### config.mk
export PLATFORM = sky130hd
export DESIGN_NAME = alu_multicycle
export DESIGN_NICKNAME = d
export VERILOG_FILES = /design/src/rtl/alu_pkg.sv /design/src/rtl/alu_iter_unit.sv /design/src/rtl/alu_multicycle.sv
export SDC_FILE = /design/constraint.sdc
export NUM_CORES = 1
export LEC_CHECK = 0
export CORE_MARGIN = 1
export CORE_UTILIZATION = 45
export DETAILED_ROUTE_END_ITERATION = 6
export PLACE_DENSITY = 0.74
export SYNTH_ARGS = -nofsm -noshare
export SYNTH_HDL_FRONTEND = slang
export SYNTH_HIERARCHICAL = 1
export SYNTH_SLANG_ARGS = --single-unit
### constraint.sdc
create_clock -name clk -period 3.3 [get_ports clk]
set_input_delay 0.66 -clock clk [delete_from_list [all_inputs] [get_ports clk]]
set_output_delay 0.66 -clock clk [all_outputs]
set_load 0.02 [all_outputs]
### src/rtl/alu_pkg.sv
// alu_pkg: op codes and FSM states shared by the multi-cycle ALU.
package alu_pkg;
  localparam logic [2:0] ALU_ADD  = 3'b000;
  localparam logic [2:0] ALU_NAND = 3'b001;
  localparam logic [2:0] ALU_SLT  = 3'b010;
  localparam logic [2:0] ALU_SHL  = 3'b011;
  localparam logic [2:0] ALU_SRA  = 3'b100;
  localparam logic [2:0] ALU_EQ   = 3'b101;
  localparam logic [2:0] ALU_SUB  = 3'b110;
  localparam logic [2:0] ALU_MUL  = 3'b111;
  typedef enum logic [1:0] {IDLE, EXEC, DONE} state_t;
endpackage

### src/rtl/alu_iter_unit.sv
// alu_iter_unit: bit-serial shifts and shift-add multiply; done flags the final step.
module alu_iter_unit
  import alu_pkg::*;
#(
  parameter int WIDTH   = 8,
  parameter int SHAMT_W = $clog2(WIDTH)
) (
  input  logic             clk,
  input  logic             rst_n,
  input  logic             load,
  input  logic             step,
  input  logic [2:0]       op,
  input  logic [WIDTH-1:0] a,
  input  logic [WIDTH-1:0] b,
  output logic             done,
  output logic [WIDTH-1:0] res,
  output logic             cy
);
  localparam int CW = SHAMT_W + 1;
  logic [WIDTH-1:0] sh, sh_n;
  logic [2*WIDTH-1:0] mcand, acc, acc_n;
  logic [CW-1:0] cnt;
  logic is_mul, is_sra;
  // sh holds the shift operand, or the multiplier being consumed LSB first
  always_comb begin
    acc_n = acc + (sh[0] ? mcand : '0);
    sh_n = is_mul ? sh >> 1 : is_sra ? {sh[WIDTH-1], sh[WIDTH-1:1]} : sh << 1;
    res = is_mul ? acc_n[WIDTH-1:0] : sh_n;
    cy = is_mul ? |acc_n[2*WIDTH-1:WIDTH] : is_sra ? sh[0] : sh[WIDTH-1];
    done = cnt == CW'(1);
  end
  always_ff @(posedge clk or negedge rst_n)
    if (!rst_n) begin
      sh <= '0;
      mcand <= '0;
      acc <= '0;
      cnt <= '0;
      is_mul <= 1'b0;
      is_sra <= 1'b0;
    end else if (load) begin
      sh <= op == ALU_MUL ? b : a;
      mcand <= {{WIDTH{1'b0}}, a};
      acc <= '0;
      cnt <= op == ALU_MUL ? CW'(WIDTH) : CW'(b[SHAMT_W-1:0]);
      is_mul <= op == ALU_MUL;
      is_sra <= op == ALU_SRA;
    end else if (step) begin
      sh <= sh_n;
      mcand <= mcand << 1;
      acc <= acc_n;
      cnt <= cnt - CW'(1);
    end
endmodule

### src/rtl/alu_multicycle.sv
// alu_multicycle: handshaked ALU; single-cycle ops resolve at accept, shifts/multiply iterate.
module alu_multicycle
  import alu_pkg::*;
#(
  parameter int WIDTH   = 8,
  parameter int SHAMT_W = $clog2(WIDTH)
) (
  input  logic             clk,
  input  logic             rst_n,
  input  logic             in_valid,
  output logic             in_ready,
  input  logic [2:0]       alu_op,
  input  logic [WIDTH-1:0] data1,
  input  logic [WIDTH-1:0] data2,
  output logic             out_valid,
  input  logic             out_ready,
  output logic [WIDTH-1:0] result,
  output logic             zero,
  output logic             carry,
  output logic             busy
);
  state_t state, state_n;
  logic accept, iter_op, step, lt, it_done, it_cy, sc_cy, sc_zero;
  logic [WIDTH-1:0] it_res, sc_res;
  logic [WIDTH:0] sum, diff;
  assign in_ready = state == IDLE || (state == DONE && out_ready);
  assign out_valid = state == DONE;
  assign busy = state == EXEC;
  // zero shift amounts skip EXEC and pass data1 through as a single-cycle op
  always_comb begin
    accept = in_valid && in_ready;
    iter_op = alu_op == ALU_MUL || ((alu_op == ALU_SHL || alu_op == ALU_SRA) && data2[SHAMT_W-1:0] != '0);
    step = state == EXEC;
    sum = {1'b0, data1} + {1'b0, data2};
    diff = {1'b0, data1} - {1'b0, data2};
    lt = $signed(data1) < $signed(data2);
    sc_res = alu_op == ALU_ADD ? sum[WIDTH-1:0] :
             alu_op == ALU_NAND ? ~(data1 & data2) :
             alu_op == ALU_SLT ? {{(WIDTH-1){1'b0}}, lt} :
             alu_op == ALU_SUB ? diff[WIDTH-1:0] :
             alu_op == ALU_EQ ? '0 : data1;
    sc_cy = alu_op == ALU_ADD ? sum[WIDTH] : alu_op == ALU_SUB ? diff[WIDTH] : 1'b0;
    sc_zero = alu_op == ALU_EQ ? data1 == data2 : sc_res == '0;
    state_n = state == EXEC ? (it_done ? DONE : EXEC) :
              accept ? (iter_op ? EXEC : DONE) :
              (state == DONE && out_ready) ? IDLE : state;
  end
  always_ff @(posedge clk or negedge rst_n)
    if (!rst_n) state <= IDLE;
    else state <= state_n;
  always_ff @(posedge clk or negedge rst_n)
    if (!rst_n) begin
      result <= '0;
      zero <= 1'b0;
      carry <= 1'b0;
    end else if (accept && !iter_op) begin
      result <= sc_res;
      zero <= sc_zero;
      carry <= sc_cy;
    end else if (step && it_done) begin
      result <= it_res;
      zero <= it_res == '0;
      carry <= it_cy;
    end
  alu_iter_unit #(.WIDTH(WIDTH), .SHAMT_W(SHAMT_W)) u_iter (
    .clk(clk),
    .rst_n(rst_n),
    .load(accept && iter_op),
    .step(step),
    .op(alu_op),
    .a(data1),
    .b(data2),
    .done(it_done),
    .res(it_res),
    .cy(it_cy)
  );
endmodule
; ---- After elaboration in Yosys (flattened, before gate mapping)
; Cells that the tools add are included.
[word_totals]
reg_bits = 58
latch_bits = 0
ram_bits = 0
mem_bits_ro = 0
inputBits = 23
out_inout_bits = 13
word_cells = 82
mem_count = 0
[classes]
add_sub_neg = 4
mul = 0
div = 0
order_cmp = 1
eq_ne = 11
shift = 0
muxes = 35
n_bitwise = 2
n_reduce_logical = 19
[op_table]
columns = operator, count
row1 = two-way mux 8 bit, 13
row2 = two-way mux 16 bit, 5
row3 = adder 16 bit, 1
row4 = logical NOT 8 bit, 2
row5 = equality test 3 bit (second input constant), 4
row6 = two-way mux 4 bit, 3
row7 = two-way mux 2 bit, 5
row8 = adder 8 x 8 -> 9 bit, 1
row9 = two-way mux 1 bit, 9
row10 = subtractor 8 x 8 -> 9 bit, 1
row11 = AND 8 bit, 1
row12 = equality test 8 bit, 1
row13 = less-than comparator 8 bit, 1
row14 = inverter 8 bit, 1
row15 = OR reduction 8 bit, 1
row16 = equality test 3 x 2 -> 1 bit (second input constant), 2
row17 = logical AND 1 bit, 6
row18 = nonzero test 3 bit, 2
row19 = equality test 4 x 1 -> 1 bit (second input constant), 1
row20 = nonzero test 2 bit, 2
row21 = subtractor 4 x 1 -> 4 bit (second input constant), 1
row22 = equality test 3 x 1 -> 1 bit (second input constant), 1
row23 = logical NOT 3 bit, 1
row24 = logical OR 1 bit, 3
row25 = other kinds (4), 4

; ---- Logic depth before layout (Yosys ltp)
[logic_depth]
ltp_word = 9
mapped_depth = 15
depth_no_buf = 14

; ---- Cells and area by module
; The synthesis kept the hierarchy.
[modules_own_cells]
columns = module, n_inst, cells_per_inst, area_per_inst_um2, seq_area_each_um2
row1 = alu_iter_unit, 1, 360, 3229.3, 1151.1
row2 = alu_multicycle, 1, 241, 1781.7, 300.3

; ---- Least setup slack after synthesis
; OpenSTA, ideal clock, no wires.
[synth_path]
kind = reg-to-reg
startpoint = register u_iter.sh[0]
endpoint = register zero
setup_ps = 80
arrival_time_ps = 2683
t_required_ps = 3220
setup_slack_ps = 537
stages_incl_launch_ff = 16
n_path_buf = 1
period_less_slack_ps = 2763
path_cell_list = dfrtp_1 > clkbuf_1 > and2_1 > ha_1 > fa_1 > a21oi_1 > o21ai_0 > a21oi_1 > xnor2_1 > nand2_1 > o21ai_0 > nor4_1 > a21oi_1 > nor2_1 > a41oi_1 > nor3_2
[synth_via]
elab_chain_len = 6
elab_cells_between_ends = 8
classes_between = add/sub: 1 / mux: 6 / reduce/logical: 1
[synth_rtl]
columns = element, line_no
row1 = "start, declared", alu_iter_unit.sv:20  ; logic [WIDTH-1:0] sh, sh_n;
row2 = "start signal, assigned", alu_iter_unit.sv:41  ; sh <= op == ALU_MUL ? b : a;
row3 = "start signal, assigned", alu_iter_unit.sv:48  ; sh <= sh_n;
row4 = two-way mux 16 bit, alu_iter_unit.sv:26  ; acc_n = acc + (sh[0] ? mcand : '0);
row5 = adder 16 bit, alu_iter_unit.sv:26
row6 = two-way mux 8 bit, alu_iter_unit.sv:28  ; res = is_mul ? acc_n[WIDTH-1:0] : sh_n;
row7 = via it_res[6], alu_multicycle.sv:24  ; logic [WIDTH-1:0] it_res, sc_res;
row8 = logical NOT 8 bit, alu_multicycle.sv:62  ; zero <= it_res == '0;
row9 = two-way mux 1 bit, alu_multicycle.sv:60  ; end else if (step && it_done) begin
row10 = two-way mux 1 bit, alu_multicycle.sv:56  ; end else if (accept && !iter_op) begin
row11 = "end signal, assigned", alu_multicycle.sv:58  ; zero <= sc_zero;
row12 = "end, declared", alu_multicycle.sv:18  ; output logic zero,
; The timed path passes the listed nets, and every way through them passes these cells. The select of a mux whose other input is x is not followed.
; A chain may end at the register's enable or synchronous reset.

; ---- Final worst setup path
; Ends and elaborated chain as after synthesis.

==> run_results.csv <==
group,metric,value,unit
cells_and_area,drive_gt1_share,12.2,%
cts,postCtsResizedCells,0,
cts,cts_htree_levels,3,
grt,track_usage,24.6,%
grt,antenna_found_initial,0,
grt,grt_start_max_net_pins,55,
cts,clockRootBuffer,"clkbuf_8",
logic_synthesis,synth.area.top_cells,"dfrtp_1 29%, mux2i_1 11%, ha_1 8.2%, a21oi_1 5.0%, nor2_1 4.6%",
die,dieArea,11600,µm²
worst_setup_path,worstPathMaxFanout,18,
cts,cts.path.max_buffers,2,
sta,timing_hold_violations_final,0,
cts,cts_tree,"done",
logic_synthesis,synth_nets,660,
cts,clk_latency,0.33,ns
logic_synthesis,syn_avg_cell_area,8.34,µm²
placement,place_ws,-0.0355,ns
sta,fin_crit_sh,94.1,%
cells_and_area,fillers,992,
power,power_density,798,nW/µm²
sta,setup_slack,0.195,ns
cells_and_area,num-nets-final,717,
sta,fin_crit,3.10,ns
cells_and_area,seq_area,1450,µm²
worst_setup_path,required,3.50,ns
logic_synthesis,async_reset_ff_share,100,%
die,rows,38,
status,status,"complete, no violations",
grt,grt_overflow,0,
cts,cts_hold_buf,0,
worst_setup_path,cp-startpoint,"u_iter/sh[0]",
sta,setup_viol,0,
min_path,hold_class,"primary input to asynchronous set/reset pin",
worst_setup_path,path_depth,14,
die,core,10800,µm²
logic_synthesis,syn_area,5010,µm²
worst_setup_path,cp_slowest_stage_delay,0.40,ns
logic_synthesis,synth_cells,601,
cells_and_area,utilization,55.0,%
die,initial_utilization,46.2,%
sta,tightestPinTransition,1.04,ns
worst_setup_path,cp.arrival,3.31,ns
sta,drv_slew,0,
detailed_routing,drtPass1Iterations,6,
detailed_routing,drt-initial-drc-count,335,
logic_synthesis,synth_seq_area_share,29.0,%
worst_setup_path,crit_buf_inv,1,
sta,slew_headroom,31.0,%
detailed_routing,antenna_left,0,
power,worst_ir_drop_vdd,0.623,mV
die,ios,36,
worst_setup_path,cp_cell_sequence,"buf_4 -> and2_1 -> ha_1 -> o211ai_2 -> o21a_1 -> o21ai_1 -> xor2_1 -> nand2_1 -> o21ai_0 -> nor4_1 -> a21oi_1 -> nor2_1 -> a41oi_1 -> nor3_2",
placement,place.gp.congestion,0.926,
sta,hold-worst-slack,0.519,ns
placement,portBuffers,35,
worst_setup_path,crit_family,"compound AO/OA/AOI/OAI gates",
logic_synthesis,synth-seq-cells,58,
detailed_routing,via_count,4761,
worst_setup_path,r2r-end,"zero",
logic_synthesis,synth_top_area_share,29.0,%
logic_synthesis,ys_types,66,
cells_and_area,area_growth,19.0,%
sta,rsz0062_at_grt,"no",
detailed_routing,post_drt_wl_per_cell,17.4,µm
grt,grt_pass1_vias,4444,
placement,hpwl,10.8,mm
cts,cts_buffers,9,
power,power.leakage,2.83,nW
worst_setup_path,worst-r2r-setup-slack,0.20,ns
detailed_routing,wl,14.0,mm
cts,post_cts_buffers,0,
detailed_routing,via_per_inst,5.94,
grt,grt_pass1_wl,22.0,mm
flow_run,cap_violations,0,
worst_setup_path,crit_path_top_delay_cell,"dfrtp_1",
worst_setup_path,crit_end,"zero",
cts,cts.sinks,58,
logic_synthesis,synth_edf_count,0,
worst_setup_path,critPathKind,"flip-flop to flip-flop",
detailed_routing,drcViolationCount,0,
worst_setup_path,r2r_cells,14,
sta,finalClockSkew,0.00603,ns
logic_synthesis,yosys_most_used_dff,"dfrtp_1",
logic_synthesis,yosysTopAreaCell,"dfrtp_1",
cells_and_area,multi_input_area,3340,µm²
die,die_x,108,µm
sta,max_freq,0.322,GHz
logic_synthesis,yosysWarnings,6,
cts,clk_pin_slew,0.07,ns
worst_setup_path,critical_path.startpoint_type,"flip-flop",
cells_and_area,diodes,0,
die,die_h,108,µm
worst_setup_path,cp-end-kind,"flip-flop",
worst_setup_path,regToRegStartpoint,"u_iter/sh[0]",
[Yosys cell counts (all sizes together), types with 4 or more instances]
| cell | count |
|---|---|
| o211ai | 4 |
| nor2 | 62 |
| nand3 | 10 |
| a211oi | 15 |
| dfrtp | 58 |
| clkbuf | 21 |
| buf | 13 |
| nand2b | 6 |
| a311oi | 4 |
| nand4 | 4 |
| ha | 33 |
| nor4 | 4 |
| nor2b | 13 |
| nor3 | 17 |
| a211o | 5 |
| and3 | 5 |
| xor2 | 10 |
| and2 | 24 |
| o21ai | 36 |
| a21oi | 53 |
| nand2 | 48 |
| xnor2 | 10 |
| o31ai | 4 |
| inv | 26 |
| a22oi | 5 |
| or3 | 4 |
| a21o | 9 |
| mux2i | 55 |
[layout by cell type (no fill, tap or decap), types with 24 or more instances in the layout]
cell type	instances
and2_1	24
a21oi_1	49
clkdlybuf4s50_1	34
mux2i_1	55
inv_1	26
buf_4	45
nor2_1	61
ha_1	33
nand2_1	48
o21ai_0	33
dfrtp_1	58
[cell type report]
| cell class | instances | share of cell area (%) |
|---|---|---|
| multi-input combinational | 483 | 56.0 |
| sequential | 58 | 24.3 |
| timing repair buffer | 80 | 11.5 |
| tap | 140 | 2.94 |
| clock buffer | 10 | 2.31 |
| inverter | 26 | 1.64 |
| clock inverter | 5 | 1.32 |
[cell families after synthesis]
logic type | share of synthesized area, %
flip-flops | 29.0
AND/OR/NAND/NOR | 20.7
AO/OA/AOI/OAI | 21.5
adder cells (fa/ha/maj) | 9.44
XOR/XNOR | 3.50
multiplexers | 11.2
buffers and inverters | 4.69
[worst min path at each step]
stage | startpoint | to | depth (start not counted) | slack [ns]
global placement | u_iter/mcand[15] | u_iter/mcand[15] | 2 | 0.51
floorplan | rst_n | carry | 0 | 0.36
detailed placement | result[7] | result[7] | 2 | 0.49
finish | rst_n | u_iter/acc[12] | 1 | 0.52
global route | u_iter/acc[10] | u_iter/acc[10] | 2 | 0.55
CTS | result[7] | result[7] | 2 | 0.51
[metal layers]
layer  part of all wire (%)  track usage [%]  routed length [µm]
met5                      0                0                   0
met3                    6.2             3.33                 860
met2                     45             38.4                6290
met4                    2.7             8.51                 379
met1                     46             34.9                6440
[power by group]
part           leakage (nW)  internal (mW)  switching (mW)
logic                  2.00           1.17            1.51
clock network         0.112          0.440           0.283
registers             0.714           1.05           0.316
[registers in the layout (all words and copies together) (netlist names)]
register / cells
u_iter/acc: 16
u_iter/mcand: 16
result: 8
u_iter/sh: 8
u_iter/cnt: 4
state: 2
carry: 1
u_iter/is_mul: 1
u_iter/is_sra: 1
zero: 1
[metrics by stage]
step            TNS, ns  power (mW)  instances  cell area, µm²
4_1_cts               0        4.73        802            5960
3_5_place_dp    -0.0355        3.99        787            5740
6_report              0        4.76        802            5960
2_1_floorplan         0        3.23        601            5010
5_1_grt               0        5.09        802            5960
3_3_place_gp   -0.00826        3.91        787            5740
No activity file was read; power rests on OpenSTA's default activity.
